===== config.mk =====
export PLATFORM = sky130hd
export DESIGN_NAME = fwd_scoreboard
export DESIGN_NICKNAME = d
export VERILOG_FILES = /design/src/rtl/fwd_scoreboard.sv
export SDC_FILE = /design/constraint.sdc
export NUM_CORES = 1
export LEC_CHECK = 0
export BUFFER_PORTS_ARGS = -buffer_cell sky130_fd_sc_hd__buf_2
export CAP_MARGIN = 20
export CORE_ASPECT_RATIO = 0.7
export CORE_MARGIN = 10
export CORE_UTILIZATION = 40
export DETAILED_ROUTE_END_ITERATION = 8
export PLACE_DENSITY = 0.6
export SETUP_SLACK_MARGIN = 0.2
export SLEW_MARGIN = 0
export SYNTH_ARGS = -nofsm -noshare
export SYNTH_HDL_FRONTEND = slang
export SYNTH_SLANG_ARGS = --single-unit

===== constraint.sdc =====
create_clock -name clk -period 3.27 [get_ports clk]
set_input_delay 0.1635 -clock clk [delete_from_list [all_inputs] [get_ports clk]]
set_output_delay 0.1635 -clock clk [all_outputs]
set_load 0.1 [all_outputs]

===== src/rtl/fwd_scoreboard.sv =====
// fwd_scoreboard: hazard unit for a 5-stage pipeline. It keeps a shadow copy of
// the E/M/W destination info and derives operand-forwarding selects and the
// D-stage stall from the instruction sitting in D.
//
// Ports
//   clk, rst_n                 clock, asynchronous active-low reset
//   d_valid                    D holds a real instruction
//   d_rs, d_rt                 D source addresses
//   d_tuse_rs, d_tuse_rt       cycles until operand is consumed (all-ones = unused)
//   d_we, d_a3, d_tnew         D destination write enable / address / result latency
//   d_md, d_md_div, d_md_start MDU use / divide select / launch
//   stall                      freeze PC/IF/D and bubble E
//   fwd_rs_d, fwd_rt_d         D operand select: 0 regfile, 1 M, 2 W, 3 E
//   fwd_rs_e, fwd_rt_e         E operand select: 0 pipe reg, 1 M, 2 W
//   fwd_rt_m                   M store data from W
//   md_busy                    MDU operation in flight
//
// Build option: define FWD_MDU_EN to include the multiply/divide busy tracker.
// Without it md_busy is tied low and the d_md* inputs are ignored.
module fwd_scoreboard #(
  parameter int AW       = 5,
  parameter int TW       = 2,
  parameter int MULT_CYC = 5,
  parameter int DIV_CYC  = 10
) (
  input  logic          clk,
  input  logic          rst_n,
  input  logic          d_valid,
  input  logic [AW-1:0] d_rs,
  input  logic [AW-1:0] d_rt,
  input  logic [TW-1:0] d_tuse_rs,
  input  logic [TW-1:0] d_tuse_rt,
  input  logic          d_we,
  input  logic [AW-1:0] d_a3,
  input  logic [TW-1:0] d_tnew,
  input  logic          d_md,
  input  logic          d_md_div,
  input  logic          d_md_start,
  output logic          stall,
  output logic [1:0]    fwd_rs_d,
  output logic [1:0]    fwd_rt_d,
  output logic [1:0]    fwd_rs_e,
  output logic [1:0]    fwd_rt_e,
  output logic          fwd_rt_m,
  output logic          md_busy
);

  localparam logic [TW-1:0] TUSE_NONE = '1;

  // Shadow pipeline. W carries no tnew: anything that reached W is ready.
  logic          e_valid_reg, e_we_reg;
  logic [AW-1:0] e_a3_reg, e_rs_reg, e_rt_reg;
  logic [TW-1:0] e_tnew_reg;
  logic          m_valid_reg, m_we_reg;
  logic [AW-1:0] m_a3_reg, m_rt_reg;
  logic [TW-1:0] m_tnew_reg;
  logic          w_valid_reg, w_we_reg;
  logic [AW-1:0] w_a3_reg;

  logic          data_stall;
  logic          md_stall;
  logic          stall_int;

  function automatic logic is_prod(input logic v, input logic we,
                                   input logic [AW-1:0] a3, input logic [AW-1:0] x);
    return v && we && (a3 == x) && (x != '0);
  endfunction

  // Operand index 0 = rs, 1 = rt.
  logic [1:0][AW-1:0] d_src, e_src;
  logic [1:0][TW-1:0] d_tuse;
  logic [1:0][1:0]    fwd_d, fwd_e;
  logic [1:0]         stall_op;

  assign d_src  = {d_rt, d_rs};
  assign e_src  = {e_rt_reg, e_rs_reg};
  assign d_tuse = {d_tuse_rt, d_tuse_rs};

  genvar gi;
  generate
    for (gi = 0; gi < 2; gi++) begin : g_op
      logic e_hit, m_hit, w_hit;
      logic em_hit, ew_hit;

      assign e_hit = is_prod(e_valid_reg, e_we_reg, e_a3_reg, d_src[gi]);
      assign m_hit = is_prod(m_valid_reg, m_we_reg, m_a3_reg, d_src[gi]);
      assign w_hit = is_prod(w_valid_reg, w_we_reg, w_a3_reg, d_src[gi]);

      // The nearest producer owns the value; if it is not ready yet we do not
      // fall through to an older (stale) copy -- the stall or a later-stage
      // forward covers that case.
      assign fwd_d[gi] = e_hit ? ((e_tnew_reg == '0) ? 2'd3 : 2'd0) :
                         m_hit ? ((m_tnew_reg == '0) ? 2'd1 : 2'd0) :
                         w_hit ? 2'd2 : 2'd0;

      assign stall_op[gi] = (d_tuse[gi] != TUSE_NONE) &&
                            (e_hit ? (e_tnew_reg > d_tuse[gi])
                                   : (m_hit && (m_tnew_reg > d_tuse[gi])));

      assign em_hit = is_prod(m_valid_reg, m_we_reg, m_a3_reg, e_src[gi]);
      assign ew_hit = is_prod(w_valid_reg, w_we_reg, w_a3_reg, e_src[gi]);

      assign fwd_e[gi] = em_hit ? ((m_tnew_reg == '0) ? 2'd1 : 2'd0) :
                         ew_hit ? 2'd2 : 2'd0;
    end
  endgenerate

  assign fwd_rs_d = fwd_d[0];
  assign fwd_rt_d = fwd_d[1];
  assign fwd_rs_e = fwd_e[0];
  assign fwd_rt_e = fwd_e[1];
  assign fwd_rt_m = is_prod(w_valid_reg, w_we_reg, w_a3_reg, m_rt_reg);

  // Outputs fall to zero during reset without explicit gating: all shadow
  // state and the MDU counter are cleared asynchronously.
  assign data_stall = d_valid && (|stall_op);
  assign stall_int  = data_stall || md_stall;
  assign stall      = stall_int;

`ifdef FWD_MDU_EN
  localparam int MAX_CYC = (MULT_CYC > DIV_CYC) ? MULT_CYC : DIV_CYC;
  localparam int CW      = $clog2(MAX_CYC + 1);

  logic [CW-1:0] md_cnt_reg;

  assign md_busy = (md_cnt_reg != '0);
  // A start is itself an MDU use, so a start while busy always waits.
  assign md_stall = d_valid && (d_md || d_md_start) && md_busy;

  always_ff @(posedge clk or negedge rst_n) begin
    if (!rst_n) begin
      md_cnt_reg <= '0;
    end else if (d_valid && d_md_start && !stall_int) begin
      md_cnt_reg <= d_md_div ? CW'(DIV_CYC) : CW'(MULT_CYC);
    end else if (md_cnt_reg != '0) begin
      md_cnt_reg <= md_cnt_reg - CW'(1);
    end
  end
`else
  localparam int unused_cyc = MULT_CYC + DIV_CYC;
  logic unused_md;
  assign unused_md = ^{d_md, d_md_div, d_md_start};
  assign md_busy   = 1'b0;
  assign md_stall  = 1'b0;
`endif

  always_ff @(posedge clk or negedge rst_n) begin
    if (!rst_n) begin
      e_valid_reg <= 1'b0;
      e_we_reg    <= 1'b0;
      e_a3_reg    <= '0;
      e_rs_reg    <= '0;
      e_rt_reg    <= '0;
      e_tnew_reg  <= '0;
      m_valid_reg <= 1'b0;
      m_we_reg    <= 1'b0;
      m_a3_reg    <= '0;
      m_rt_reg    <= '0;
      m_tnew_reg  <= '0;
      w_valid_reg <= 1'b0;
      w_we_reg    <= 1'b0;
      w_a3_reg    <= '0;
    end else begin
      w_valid_reg <= m_valid_reg;
      w_we_reg    <= m_we_reg;
      w_a3_reg    <= m_a3_reg;

      m_valid_reg <= e_valid_reg;
      m_we_reg    <= e_we_reg;
      m_a3_reg    <= e_a3_reg;
      m_rt_reg    <= e_rt_reg;
      m_tnew_reg  <= (e_tnew_reg != '0) ? e_tnew_reg - TW'(1) : '0;

      if (d_valid && !stall_int) begin
        e_valid_reg <= 1'b1;
        e_we_reg    <= d_we;
        e_a3_reg    <= d_a3;
        e_rs_reg    <= d_rs;
        e_rt_reg    <= d_rt;
        e_tnew_reg  <= d_tnew;
      end else begin
        e_valid_reg <= 1'b0;
        e_we_reg    <= 1'b0;
        e_a3_reg    <= '0;
        e_rs_reg    <= '0;
        e_rt_reg    <= '0;
        e_tnew_reg  <= '0;
      end
    end
  end

endmodule


==> results of run 1 <==
## cells in the final DEF (no fill, tap or decap), types with 2 or more instances in the layout
cell / Yosys / layout
buf_2: 0 / 34
clkbuf_1: 9 / 2
xnor2_1: 26 / 26
a22o_1: 2 / 2
dfrtp_1: 40 / 40
nor2b_1: 4 / 4
nor4_1: 9 / 8
or4_1: 6 / 6
and2_1: 2 / 2
and3_1: 20 / 20
ha_1: 8 / 8
a21oi_1: 7 / 7
nand4_1: 5 / 5
xor2_1: 26 / 26
nor3_1: 7 / 5
nor4_2: 1 / 2
nor2_2: 2 / 2
nor2_1: 4 / 4
o21ai_0: 6 / 2
nand2_1: 10 / 10
inv_1: 8 / 8
nor3_2: 0 / 2
o21ai_1: 0 / 4
nand3b_1: 2 / 2
clkbuf_8: 0 / 6
## power by group through the flow
stage               Combinational [mW]  Sequential [mW]  Clock, mW
finish                           0.157            0.557      0.334
global route                     0.176            0.561      0.359
detailed placement               0.157            0.567          0
floorplan                        0.119            0.548          0
CTS                              0.158            0.557      0.340
global placement                 0.154            0.567          0
## cells in the mapped netlist
cell	n	area [µm²]
nand2_1	10	37.5
a21oi_1	7	35.0
o22a_1	1	8.76
xnor2_1	26	228
and2_1	2	12.5
nor4_1	9	56.3
inv_1	8	30.0
nand4_1	5	31.3
nand3b_1	2	15.0
and3_1	20	125
nor2_2	2	12.5
buf_4	1	7.51
nor2_1	4	15.0
nor2b_1	4	25.0
buf_6	2	22.5
or4_1	6	45.0
xor2_1	26	228
nor3_1	7	35.0
a22o_1	2	17.5
a221o_1	1	10.0
nand3_1	1	5.00
o221ai_1	1	8.76
dfrtp_1	40	1000
clkbuf_1	9	33.8
conb_1	1	3.75
o21ai_0	6	30.0
ha_1	8	100
nor4_2	1	12.5
## critical path, delay by kind of cell, from the launching register on
kind,cells,cell delay (ps)
compound gates,2,340
flops,1,420
buf+inv,1,430
simple gates,3,860
xor+xnor,1,200
## worst paths after layout
path	startpoint	to	slack (ps)	cells after the start
worst max-delay path	e_a3_reg[4]	stall	560	7
worst min-delay path	rst_n	m_tnew_reg[1]	-30	1
worst max register to register	e_a3_reg[4]	e_rs_reg[3]	1010	7
worst min register to register	m_we_reg	w_we_reg	380	0
max in group asynchronous	rst_n	e_a3_reg[2]	2760	1
min in group clk	d_a3[3]	e_a3_reg[3]	100	2
## layout make-up
cell class	count	area, µm²	share of cell area
multi-input combinational	152	1110	0.445
sequential	40	1000	0.400
timing repair buffer	35	178	0.0710
clock buffer	8	90.1	0.0360
tap	72	90.1	0.0360
inverter	8	30.0	0.0120
## per-layer routing
metal	part of all wire	vias to the layer above	track usage	routed length (µm)
met2	0.42	37	0.160	2130
met1	0.51	741	0.175	2590
li1	-	788	-	-
met5	0	-	0	0
met3	0.057	6	0.0321	292
met4	0.013	0	0.0433	67
## cells by family (layout without fill, tap and decap cells)
family,after synthesis,after routing,share of synthesized area
xor+xnor,52,52,0.208
flops,40,40,0.457
simple gates,73,73,0.195
other cells,1,1,0.00171
compound gates,18,18,0.0502
fa+ha+maj,8,8,0.0457
buf+inv,20,51,0.0428
==> results.sh, run 1 <==
export IMPL_post_cts_buffers=0
export IMPL_cp_required_ps=3110
export IMPL_cts_sinks=40
export IMPL_via_count=1572
export IMPL_via_per_inst=4.99
export IMPL_drv_slew=0
export IMPL_grt_pass1_wl_um=8140
export IMPL_io_buffers=34
export IMPL_first_global_vias=1520
export IMPL_fillers=533
export IMPL_worstMarginPinSlew_ps=849
export IMPL_critPathKind="flop to output pin"
export IMPL_path_cells="xnor2_1 > nand4_1 > nor4_1 > a21oi_1 > o22a_1 > nor2b_1 > buf_2"
export IMPL_antenna_violating_nets_post_route=0
export IMPL_holdWs_ps=-33.3
export IMPL_period_share=0.830
export IMPL_end_kind="output pin"
export IMPL_clock_fmax_mhz=369
export IMPL_outcome="finished with violations"
export IMPL_worstSetupStartpointType="flop"
export IMPL_p_per_area_nw_per_um2=419
export IMPL_fin_cells=315
export IMPL_cts_buffers=5
export IMPL_slew_headroom=0.434
export IMPL_std_cell_rows=22
export IMPL_slowest_stage="nor4_1"
export IMPL_grt_usage=0.119
export IMPL_dpl_cell_count=307
export IMPL_maxCapViolCount=0
export IMPL_dr_pass1_iters=4
export IMPL_antenna_found_initial=0
export IMPL_die_h_um=81.9
export IMPL_avgSynthCellArea_um2=10.3
export IMPL_cts_root_buffer="clkbuf_8"
export IMPL_antennaDiodeCount=0
export IMPL_h_tree_depth=2
export IMPL_arrival_ps=2550
export IMPL_tritoncts="done"
export IMPL_hold_violations=40
export IMPL_netlist_instances=212
export IMPL_synthesis_area_um2=2190
export IMPL_ys_types=28
export IMPL_place_area_um2=2410
export IMPL_final_nets=278
export IMPL_ctsHoldBuffers=0
export IMPL_leakagePower_nw=1.21
export IMPL_skew_ps=6.58
export IMPL_clkPwrFrac=0.319
export IMPL_critPathMaxStageDelay_ps=630
export IMPL_dieArea_um2=8890
export IMPL_ys_seq_area_frac=0.457
export IMPL_switchingPower_uw=285
export IMPL_grt_max_degree=41
export IMPL_ctsResizeCount=0
export IMPL_dp_hpwl_um=3920
export IMPL_power_total_mw=1.05
export IMPL_drive_gt1_frac=0.193
export IMPL_grt_overflow=0
export IMPL_min_path_type="primary input to async pin"
export IMPL_clock_path_buffers=2
export IMPL_p_seq_frac=0.532
export IMPL_pwr_share_comb=0.150
export IMPL_syn2layout_area_growth_pct=14.2
export IMPL_design_area_um2=2500
export IMPL_drt_first_iter_violations=77
export IMPL_dp_slack_ps=878
export IMPL_violations="negative hold slack"
export IMPL_ys_warn_count=0
export IMPL_synth_seq_cells=40
export IMPL_cp_max_fo=5
export IMPL_worst_slack_ps=557
export IMPL_drt_wl_total_um=5080
export IMPL_postLayoutCoreUtil=0.473
export IMPL_intPower_uw=763
export IMPL_wire_per_inst_um=16.1
export IMPL_core_area_um2=5290
export IMPL_clk_latency_ps=290
export IMPL_ir_drop_v=0.000199
export IMPL_p_sw_frac=0.272
export IMPL_die_w_um=108
export IMPL_synth_nets=248
export IMPL_place_congestion=0.868
export IMPL_clkTransAtPathRegs_ps=70
export IMPL_start_util=0.415
export IMPL_setup_viol=0
export IMPL_num_io_pins=39
export IMPL_rsz0062_at_grt="false"
export IMPL_setup_tns_ps=0
export IMPL_drc_errors=0
export IMPL_fin_crit_ps=2710
No activity file was read; power rests on OpenSTA's default activity.
==> run 2: changes to the inputs <==
--- a/config.mk
+++ b/config.mk
@@ -5,6 +5,7 @@
 export SDC_FILE = /design/constraint.sdc
 export NUM_CORES = 1
 export LEC_CHECK = 0
+export ABC_AREA = 1
 export BUFFER_PORTS_ARGS = -buffer_cell sky130_fd_sc_hd__buf_2
 export CAP_MARGIN = 20
 export CORE_ASPECT_RATIO = 0.7
==> constraint.sdc (replaced) <==
create_clock -name clk -period 2.5 [get_ports clk]
set_input_delay 0.125 -clock clk [delete_from_list [all_inputs] [get_ports clk]]
set_output_delay 0.125 -clock clk [all_outputs]
set_load 0.1 [all_outputs]
==> results.sh, run 2 <==
export IMPL_synth_top_cell_by_area="dfrtp_1"
export IMPL_clk_latency_ps=290
export IMPL_ys_top_cells_by_count="nand2_1, inv_1, dfrtp_1"
export IMPL_num_io_pins=39
export IMPL_synth_seq_cells=40
export IMPL_setup_viol=0
export IMPL_clock_path_buffers=2
export IMPL_cts_buffers=5
export IMPL_ir_drop_v=0.000264
export IMPL_die_h_um=84.8
export IMPL_postLayoutCoreUtil=0.474
export IMPL_drc_errors=0
export IMPL_first_global_vias=2088
export IMPL_grt_max_degree=41
export IMPL_yosysMostFrequentCell="nand2_1"
export IMPL_synth_edf_count=0
export IMPL_hold_depth=3
export IMPL_drt_first_iter_violations=183
export IMPL_crit_reg2reg_launch="e_tnew_reg[1]"
export IMPL_hold_violations=0
export IMPL_place_congestion=0.948
export IMPL_netlist_instances=313
export IMPL_worstMarginPinSlew_ps=888
export IMPL_wl_met2_um=2570
export IMPL_via_per_inst=4.98
export IMPL_dpl_cell_count=415
export IMPL_timing_rr_end="e_rt_reg[3]"
export IMPL_critPathKind="flop to output pin"
export IMPL_grt_overflow=0
export IMPL_p_per_area_nw_per_um2=514
export IMPL_drt_wl_total_um=6200
export IMPL_synthArstFlopShare=1.00
export IMPL_cts_sinks=40
export IMPL_post_cts_buffers=0
export IMPL_ys_warn_count=0
export IMPL_drv_slew=0
export IMPL_antenna_found_initial=0
export IMPL_core_area_um2=5780
export IMPL_fin_cells=424
export IMPL_io_buffers=34
export IMPL_routed_top_layer="met4"
export IMPL_final_nets=384
export IMPL_met1_length_um=3080
export IMPL_min_path_type="primary input to flop"
export IMPL_arrival_ps=2010
export IMPL_synthFlopType="dfrtp_1"
export IMPL_antennaDiodeCount=0
export IMPL_antenna_violating_nets_post_route=0
export IMPL_period_share=0.855
export IMPL_min_to="e_tnew_reg[1]"
export IMPL_fillers=593
export IMPL_synthTopCellsByArea="dfrtp_1, nand2_1, inv_1"
export IMPL_std_cell_rows=23
export IMPL_cp_required_ps=2380
export IMPL_end_kind="output pin"
export IMPL_wire_per_inst_um=14.6
export IMPL_leakagePower_nw=1.42
export IMPL_dr_pass1_iters=4
export IMPL_wl_met3_um=502
export IMPL_syn2layout_area_growth_pct=14.1
export IMPL_outcome="finished, final reports clean"
export IMPL_ys_seq_area_frac=0.417
export IMPL_layout_common_cells="nand2_1, inv_1, dfrtp_1"
export IMPL_holdWs_ps=35.9
export IMPL_reg2reg_depth=10
export IMPL_h_tree_depth=2
export IMPL_skew_ps=7.49
export IMPL_start_util=0.415
export IMPL_min_from="d_tnew[1]"
export IMPL_grt_pass1_wl_um=10300
export IMPL_cts_root_buffer="clkbuf_8"
export IMPL_slew_headroom=0.408
export IMPL_drive_gt1_frac=0.206
export IMPL_die_w_um=113
export IMPL_grt_usage=0.132
export IMPL_dp_hpwl_um=4880
export IMPL_synthesis_area_um2=2400
export IMPL_rsz0062_at_grt="false"
export IMPL_fin_crit_ps=2140
export IMPL_maxCapViolCount=0
export IMPL_synth_nets=349
export IMPL_clock_fmax_mhz=468
export IMPL_synth_top_area_frac=0.417
export IMPL_worstSetupStartpointType="flop"
export IMPL_dieArea_um2=9560
export IMPL_clkTransAtPathRegs_ps=70
export IMPL_layout_commonest_cell="nand2_1"
export IMPL_via_count=2111
export IMPL_r2r_setup_slack_ps=730
export IMPL_setup_tns_ps=0
export IMPL_avgSynthCellArea_um2=7.68
export IMPL_tritoncts="done"
export IMPL_ys_types=31
export IMPL_cp_max_fo=10
-- run 2: cell types whose count changed in the layout (fill, tap and decap cells not counted), sizes merged, moves of 4 or more --
cell,change
and3,-19
xnor2,-11
nand2,+65
nand3,+16
nor2,+38
nor4,-8
nor2b,-4
xor2,-21
inv,+44
or4,-6
a21oi,+5
-- run 2: per-stage QoR --
| stage | setup slack, ps | area, µm² | power [mW] |
|---|---|---|---|
| floorplan | -163 | 2410 | 0.897 |
| global placement | 573 | 2630 | 0.976 |
| detailed placement | 539 | 2630 | 0.981 |
| CTS | 208 | 2730 | 1.42 |
| global route | 206 | 2740 | 1.49 |
| finish | 363 | 2740 | 1.41 |
-- run 2: what timing repair did --
| item | in CTS | in global routing |
|---|---|---|
| setup endpoints to repair | 0 | 1 |
| hold buffers | 1 | 0 |
| resized for setup | 0 | 5 |
| hold endpoints to repair | 40 | 0 |
-- run 2: area by class of cell --
class	instances	area, µm²	share of cell area
Multi-Input combinational cell	214	1170	0.428
Sequential cell	40	1000	0.366
Timing Repair Buffer	35	186	0.0680
Clock buffer	8	90.1	0.0329
Tap cell	75	93.8	0.0342
Inverter	52	195	0.0712
-- run 2: cell families after synthesis --
family | share of synthesized area
AOI/OAI and AO/OA | 0.0740
xor gates and xnor gates | 0.0729
adders and majority gates | 0.0417
buffers and inverters | 0.0995
DFF | 0.417
other | 0.00156
and+or+nand+nor | 0.294
-- run 2: power breakdown --
group	internal, mW	switching [mW]
logic	0.0908	0.155
registers	0.681	0.0443
clock network	0.225	0.213
-- run 2: how the worst max path moves through the flow --
stage | start | end | depth (start not counted)
final | w_a3_reg[1] | fwd_rs_d[1] | 7
after global routing | w_a3_reg[4] | fwd_rs_d[1] | 8
after CTS | m_a3_reg[0] | stall | 9
after detailed placement | m_a3_reg[0] | stall | 9
after global placement | m_a3_reg[2] | stall | 8
after floorplan | m_a3_reg[2] | stall | 8
-- run 2: metal layers --
layer,up-vias,track usage
li1,1051,-
met1,979,0.183
met2,77,0.193
met3,4,0.0380
met4,0,0.0425
met5,-,0
-- run 2: critical path, cell delays in order, from the launching register on --
cell     delay (ps)
dfrtp_1         600
o22ai_1         150
nor3_1          150
nand4_1         120
nor2_1          120
nand3_1          80
nand2_1          70
buf_2           420
